**src/rtl/video_pkg.sv**
```systemverilog
// rtl/video_pkg.sv - timing types, display presets and total helper
package video_pkg;

  typedef struct packed {
    int   active;
    int   fp;
    int   sync;
    int   bp;
    logic pol;
  } vt_axis_t;

  typedef struct packed {
    vt_axis_t h;
    vt_axis_t v;
  } vt_t;

  localparam vt_t VT_640x480_60 = '{
    h: '{active: 640, fp: 16, sync: 96, bp: 48, pol: 1'b0},
    v: '{active: 480, fp: 10, sync: 2, bp: 33, pol: 1'b0}
  };

  // 74.25 MHz pixel clock
  localparam vt_t VT_1280x720_60 = '{
    h: '{active: 1280, fp: 110, sync: 40, bp: 220, pol: 1'b1},
    v: '{active: 720, fp: 5, sync: 5, bp: 20, pol: 1'b1}
  };

  function automatic int axis_total(vt_axis_t a);
    return a.active + a.fp + a.sync + a.bp;
  endfunction

endpackage

```
**src/rtl/video_timing_gen_axis_counter.sv**
```systemverilog
// rtl/video_timing_gen_axis_counter.sv - one raster axis: counter, wrap flag, next-position decode
module axis_counter
  import video_pkg::*;
#(
  parameter int CORDW  = 10,
  parameter int ACTIVE = 640,
  parameter int FP     = 16,
  parameter int SYNC   = 96,
  parameter int BP     = 48
) (
  input  logic             clk,
  input  logic             rst,
  input  logic             en,
  input  logic             step,
  output logic [CORDW-1:0] pos,
  output logic             last,
  output logic             next_active,
  output logic             next_sync
);

  localparam vt_axis_t CFG = '{active: ACTIVE, fp: FP, sync: SYNC, bp: BP, pol: 1'b0};
  localparam int TOTAL = axis_total(CFG);

  // One spare bit so parameter sums cannot wrap inside the comparisons.
  localparam logic [CORDW:0] LAST_W   = (CORDW+1)'(TOTAL - 1);
  localparam logic [CORDW:0] ACT_END  = (CORDW+1)'(ACTIVE);
  localparam logic [CORDW:0] SYNC_BEG = (CORDW+1)'(ACTIVE + FP);
  localparam logic [CORDW:0] SYNC_END = (CORDW+1)'(ACTIVE + FP + SYNC);

  if (BP < 1) begin : g_bp_check
    $error("axis_counter: back porch must be at least 1");
  end
  if ((1 << CORDW) < TOTAL) begin : g_cordw_check
    $error("axis_counter: CORDW too small for axis total");
  end

  logic [CORDW:0] pos_w;
  logic [CORDW:0] next_w;

  assign pos_w = {1'b0, pos};
  assign last  = (pos_w == LAST_W);

  // Position this axis will hold after the next enabled pixel.
  always_comb begin
    next_w = pos_w;
    if (step) begin
      next_w = last ? '0 : pos_w + 1'b1;
    end
  end

  assign next_active = (next_w < ACT_END);
  assign next_sync   = (next_w >= SYNC_BEG) && (next_w < SYNC_END);

  // Counter starts on the last position so the first enabled pixel is 0.
  always_ff @(posedge clk or posedge rst) begin
    if (rst) begin
      pos <= LAST_W[CORDW-1:0];
    end else if (en) begin
      pos <= next_w[CORDW-1:0];
    end
  end

endmodule

```
**src/rtl/video_timing_gen.sv**
```systemverilog
// rtl/video_timing_gen.sv - parametrised raster timing generator with pixel enable
module video_timing_gen
  import video_pkg::*;
#(
  parameter int CORDW    = 10,
  parameter int H_ACTIVE = VT_640x480_60.h.active,
  parameter int H_FP     = VT_640x480_60.h.fp,
  parameter int H_SYNC   = VT_640x480_60.h.sync,
  parameter int H_BP     = VT_640x480_60.h.bp,
  parameter int V_ACTIVE = VT_640x480_60.v.active,
  parameter int V_FP     = VT_640x480_60.v.fp,
  parameter int V_SYNC   = VT_640x480_60.v.sync,
  parameter int V_BP     = VT_640x480_60.v.bp,
  parameter int H_POL    = 0,
  parameter int V_POL    = 0
) (
  input  logic             clk_in,
  input  logic             rst_in,
  input  logic             en_in,
  output logic [CORDW-1:0] sx_out,
  output logic [CORDW-1:0] sy_out,
  output logic             hsync_out,
  output logic             vsync_out,
  output logic             de_out,
  output logic             line_out,
  output logic             frame_out
);

  localparam logic HP = (H_POL != 0);
  localparam logic VP = (V_POL != 0);

  logic h_last, h_active, h_sync;
  logic v_last, v_active, v_sync;

  axis_counter #(
    .CORDW(CORDW), .ACTIVE(H_ACTIVE), .FP(H_FP), .SYNC(H_SYNC), .BP(H_BP)
  ) u_h (
    .clk        (clk_in),
    .rst        (rst_in),
    .en         (en_in),
    .step       (1'b1),
    .pos        (sx_out),
    .last       (h_last),
    .next_active(h_active),
    .next_sync  (h_sync)
  );

  // Vertical axis steps only on horizontal wrap, so vsync flips at sx=0.
  axis_counter #(
    .CORDW(CORDW), .ACTIVE(V_ACTIVE), .FP(V_FP), .SYNC(V_SYNC), .BP(V_BP)
  ) u_v (
    .clk        (clk_in),
    .rst        (rst_in),
    .en         (en_in),
    .step       (h_last),
    .pos        (sy_out),
    .last       (v_last),
    .next_active(v_active),
    .next_sync  (v_sync)
  );

  // Decoded signals registered from the next position, aligned with sx/sy.
  always_ff @(posedge clk_in or posedge rst_in) begin
    if (rst_in) begin
      hsync_out <= ~HP;
      vsync_out <= ~VP;
      de_out    <= 1'b0;
      line_out  <= 1'b0;
      frame_out <= 1'b0;
    end else if (en_in) begin
      hsync_out <= h_sync ? HP : ~HP;
      vsync_out <= v_sync ? VP : ~VP;
      de_out    <= h_active && v_active;
      line_out  <= h_last;
      frame_out <= h_last && v_last;
    end
  end

endmodule

```
**config.mk**
```make
export PLATFORM = sky130hd
export DESIGN_NAME = video_timing_gen
export DESIGN_NICKNAME = d
export VERILOG_FILES = /design/src/rtl/video_pkg.sv /design/src/rtl/video_timing_gen_axis_counter.sv /design/src/rtl/video_timing_gen.sv
export SDC_FILE = /design/constraint.sdc
export NUM_CORES = 1
export LEC_CHECK = 0
export CORE_UTILIZATION = 50
export DETAILED_ROUTE_END_ITERATION = 6
export HOLD_SLACK_MARGIN = 0.1
export MAX_ROUTING_LAYER = met4
export PLACE_DENSITY_LB_ADDON = 0.05
export REMOVE_ABC_BUFFERS = 1
export SETUP_SLACK_MARGIN = 0.05
export SYNTH_ARGS = -nofsm -noshare
export SYNTH_HDL_FRONTEND = slang
export SYNTH_SLANG_ARGS = --single-unit
```
**constraint.sdc**
```tcl
create_clock -name clk_in -period 2.9 [get_ports clk_in]
set_input_delay 0.58 -clock clk_in [delete_from_list [all_inputs] [get_ports clk_in]]
set_output_delay 0.58 -clock clk_in [all_outputs]
set_load 0.02 [all_outputs]
```
==> results.cfg <==
[place]
dp_hpwl_um = 2600
pre_cts_ws_ns = 0.756
routabilityCongestion = 0.869
placed_area_um2 = 1920
io_buffers = 27
dp.cells = 241

[layout]
fillCellCount = 296
drive_gt1_share_pct = 14.4
final_area_um2 = 1950
nets = 208
layoutNonFillerInstCount = 245
areaGrowthSynthToFinish_pct = 17.5
final_core_util_pct = 62.7
antenna_cells = 0

[yosys]
synthMuxAreaShare_pct = 2.57
yosys.cell_types.count = 53
synth_simple_gate_area_share_pct = 24.0
synth_area_per_cell_um2 = 9.30
yosysWarnings = 0
synth_area_um2 = 1660
synth-seq-area-share_pct = 38.7
yosys.area_share.xor_xnor_pct = 5.29
synth_seq_cells = 25
postSynthCellCount = 178
synth_adder_area_share_pct = 2.27
synth_top_family_by_area = simple AND/OR/NAND/NOR gates
synth_compound_gate_area_share_pct = 19.2

[floorplan]
die-width_um = 59.5
die_h_um = 59.5
die_area_um2 = 3550
coreArea_um2 = 3100
start_util_pct = 53.3
rows = 20
ios = 28

[cts]
cts_setup_buffers = 0
numCtsBuffers = 3
clk_latency_ns = 0.32
ctsResizeCount = 0
cts_max_level = 1
cts_buffer_depth = 2
postCtsHoldBufs = 0
path_clk_slew_ns = 0.14
cts_tree = done
cts_root_buf = clkbuf_4
cts.sinks = 25

[timing]
rsz0062_at_grt = false
finalCriticalPeriod_ns = 2.22
max_freq_mhz = 450
fin_setup_tns_ns = 0
final.setup_skew_ns = 0.00571
worst_pin_slew_ns = 0.477
final_hold_viol_count = 0
finalSetupViolCount = 0
hold_ws_ns = 0.518
setup_slack_ns = 0.677
relSlewSlack_pct = 67.9
min_period_over_period_pct = 76.7
drv_slew = 0

[global_route]
grt_use_met1_pct = 31.4
overflow = 0
grt_pass1_wl_um = 5870
grt_pass1_vias = 1302
grt_use_met3_pct = 2.18
use_met2_pct = 34.3
grt-busiest-layer = met2
grt_start_max_net_pins = 26
antenna_found_initial = 0
grt_usage_pct = 22.4

[power]
leakagePower_nw = 0.722
powerDensity_nw_per_um2 = 541
power.total_mw = 1.05
vdd_drop_max_mv = 0.381

[worst_setup_path]
worstSetupStartpoint = u_v.pos[3]
cp_top_family = flip-flops
worst_setup_path_end_kind = output port
crit_required_ns = 2.32
path_cells = clkdlybuf4s50_1
critPathBufInv = 1
crit_fanout = 11
r2r-start = u_h.pos[0]
crit_path_max_incr_delay_ns = 0.67
arrival_ns = 1.64
cp_slowest_cell = dfstp_2
critPathKind = flop to output port
worstSetupStartpointType = flop

[run]
max_cap_violations = 0

[routing]
routedWlPerCell_um = 14.7
drtPass1Iterations = 4
routed_wl_um = 3600
vias = 1409
drtAntennaViolNets = 0
drt_iter0_drc = 73
vias_per_cell = 5.75
drc = 0

[run_status]
status = finished clean

[worst_hold_path]
min_path_type = flop to flop
min_from = u_h.pos[1]
## placed cells by master (no fill, tap or decap), types with 2 or more instances in the layout
master,count
o41ai_1,2
nand3_1,11
xnor2_1,7
nand2_1,16
xor2_1,3
clkdlybuf4s50_1,27
buf_4,4
inv_1,11
and3_1,3
and4_1,2
mux2_2,2
mux2i_1,2
o21ai_1,10
dfstp_2,12
or3_1,2
nor2_1,11
o21ai_0,6
a21oi_1,7
nor4_1,2
nand4_1,5
o31ai_1,2
nor3_1,6
a41oi_1,2
nand2b_1,2
ha_1,3
clkbuf_4,3
dfrtp_1,13
## synthesized netlist by cell type, drive strengths merged
library cell	instances	area share, %
and3b	1	0.53
buf	7	3.8
mux2i	2	1.2
nand4	6	2.6
nor4b	3	2.9
o21ba	1	0.60
o211ai	1	0.45
a21oi	7	2.1
inv	11	2.5
a221oi	1	0.91
a21boi	1	0.45
nor2	11	2.5
dfstp	12	19
and3	3	1.1
xnor2	7	3.7
and4	2	1.1
a2111o	1	0.68
o41ai	2	1.1
nor3	7	2.4
a31oi	1	0.38
o31ai	2	0.91
ha	3	2.3
nand2b	2	0.76
nand2	16	3.6
a2bb2oi	1	0.53
a221o	1	0.60
a41oi	2	1.1
nor3b	1	0.45
o32a	1	0.60
a22oi	1	0.45
o32ai	1	0.98
nor4	2	0.76
mux2	2	1.4
clkbuf	5	1.7
dfrtp	13	20
nand4b	1	0.53
o21ai	16	4.8
o221ai	1	0.91
or3	2	0.76
xor2	3	1.6
o311ai	1	0.53
o2bb2ai	1	0.53
a2111oi	1	0.60
nand3	12	3.9
## registers in the layout, indices dropped and copies added, names as in the netlist
signal	flops
de_out	1
frame_out	1
hsync_out	1
line_out	1
u_h.pos	10
u_v.pos	10
vsync_out	1
## layer usage
| layer | part of all wire (%) | up-vias |
|---|---|---|
| li1 | - | 700 |
| met1 | 49 | 663 |
| met2 | 46 | 44 |
| met3 | 4.0 | 2 |
| met4 | 0.50 | 0 |
| met5 | 0 | - |
## path summary, 6_finish.rpt
kind	cells past startpoint	slack, ns	to
setup / recovery	1	0.68	sy_out[3]
min in group asynchronous	3	0.59	frame_out
setup reg to reg	6	0.71	de_out
hold / removal	1	0.52	u_h.pos[1]
hold reg to reg	1	0.52	u_h.pos[1]
max in group asynchronous	3	2.01	u_v.pos[9]
## power breakdown
part           switching (mW)  total [mW]  internal (mW)
Clock                   0.109       0.163         0.0539
Sequential              0.106       0.535          0.430
Combinational           0.188       0.354          0.166
## cell type report
type | instances | area [um2] | share of cell area (%)
Tap cell | 44 | 55.1 | 2.83
Sequential cell | 25 | 641 | 32.9
Timing Repair Buffer | 31 | 300 | 15.4
Multi-Input combinational cell | 130 | 882 | 45.3
Inverter | 11 | 41.3 | 2.12
Clock buffer | 4 | 26.3 | 1.35
## kinds of logic after synthesis
| family | after synthesis |
|---|---|
| buffers and inverters | 23 |
| AOI/OAI and AO/OA | 44 |
| muxes | 4 |
| and+or+nand+nor | 69 |
| xor gates and xnor gates | 10 |
| adders and majority gates | 3 |
| DFF | 25 |
(Power assumes the default switching activity.)
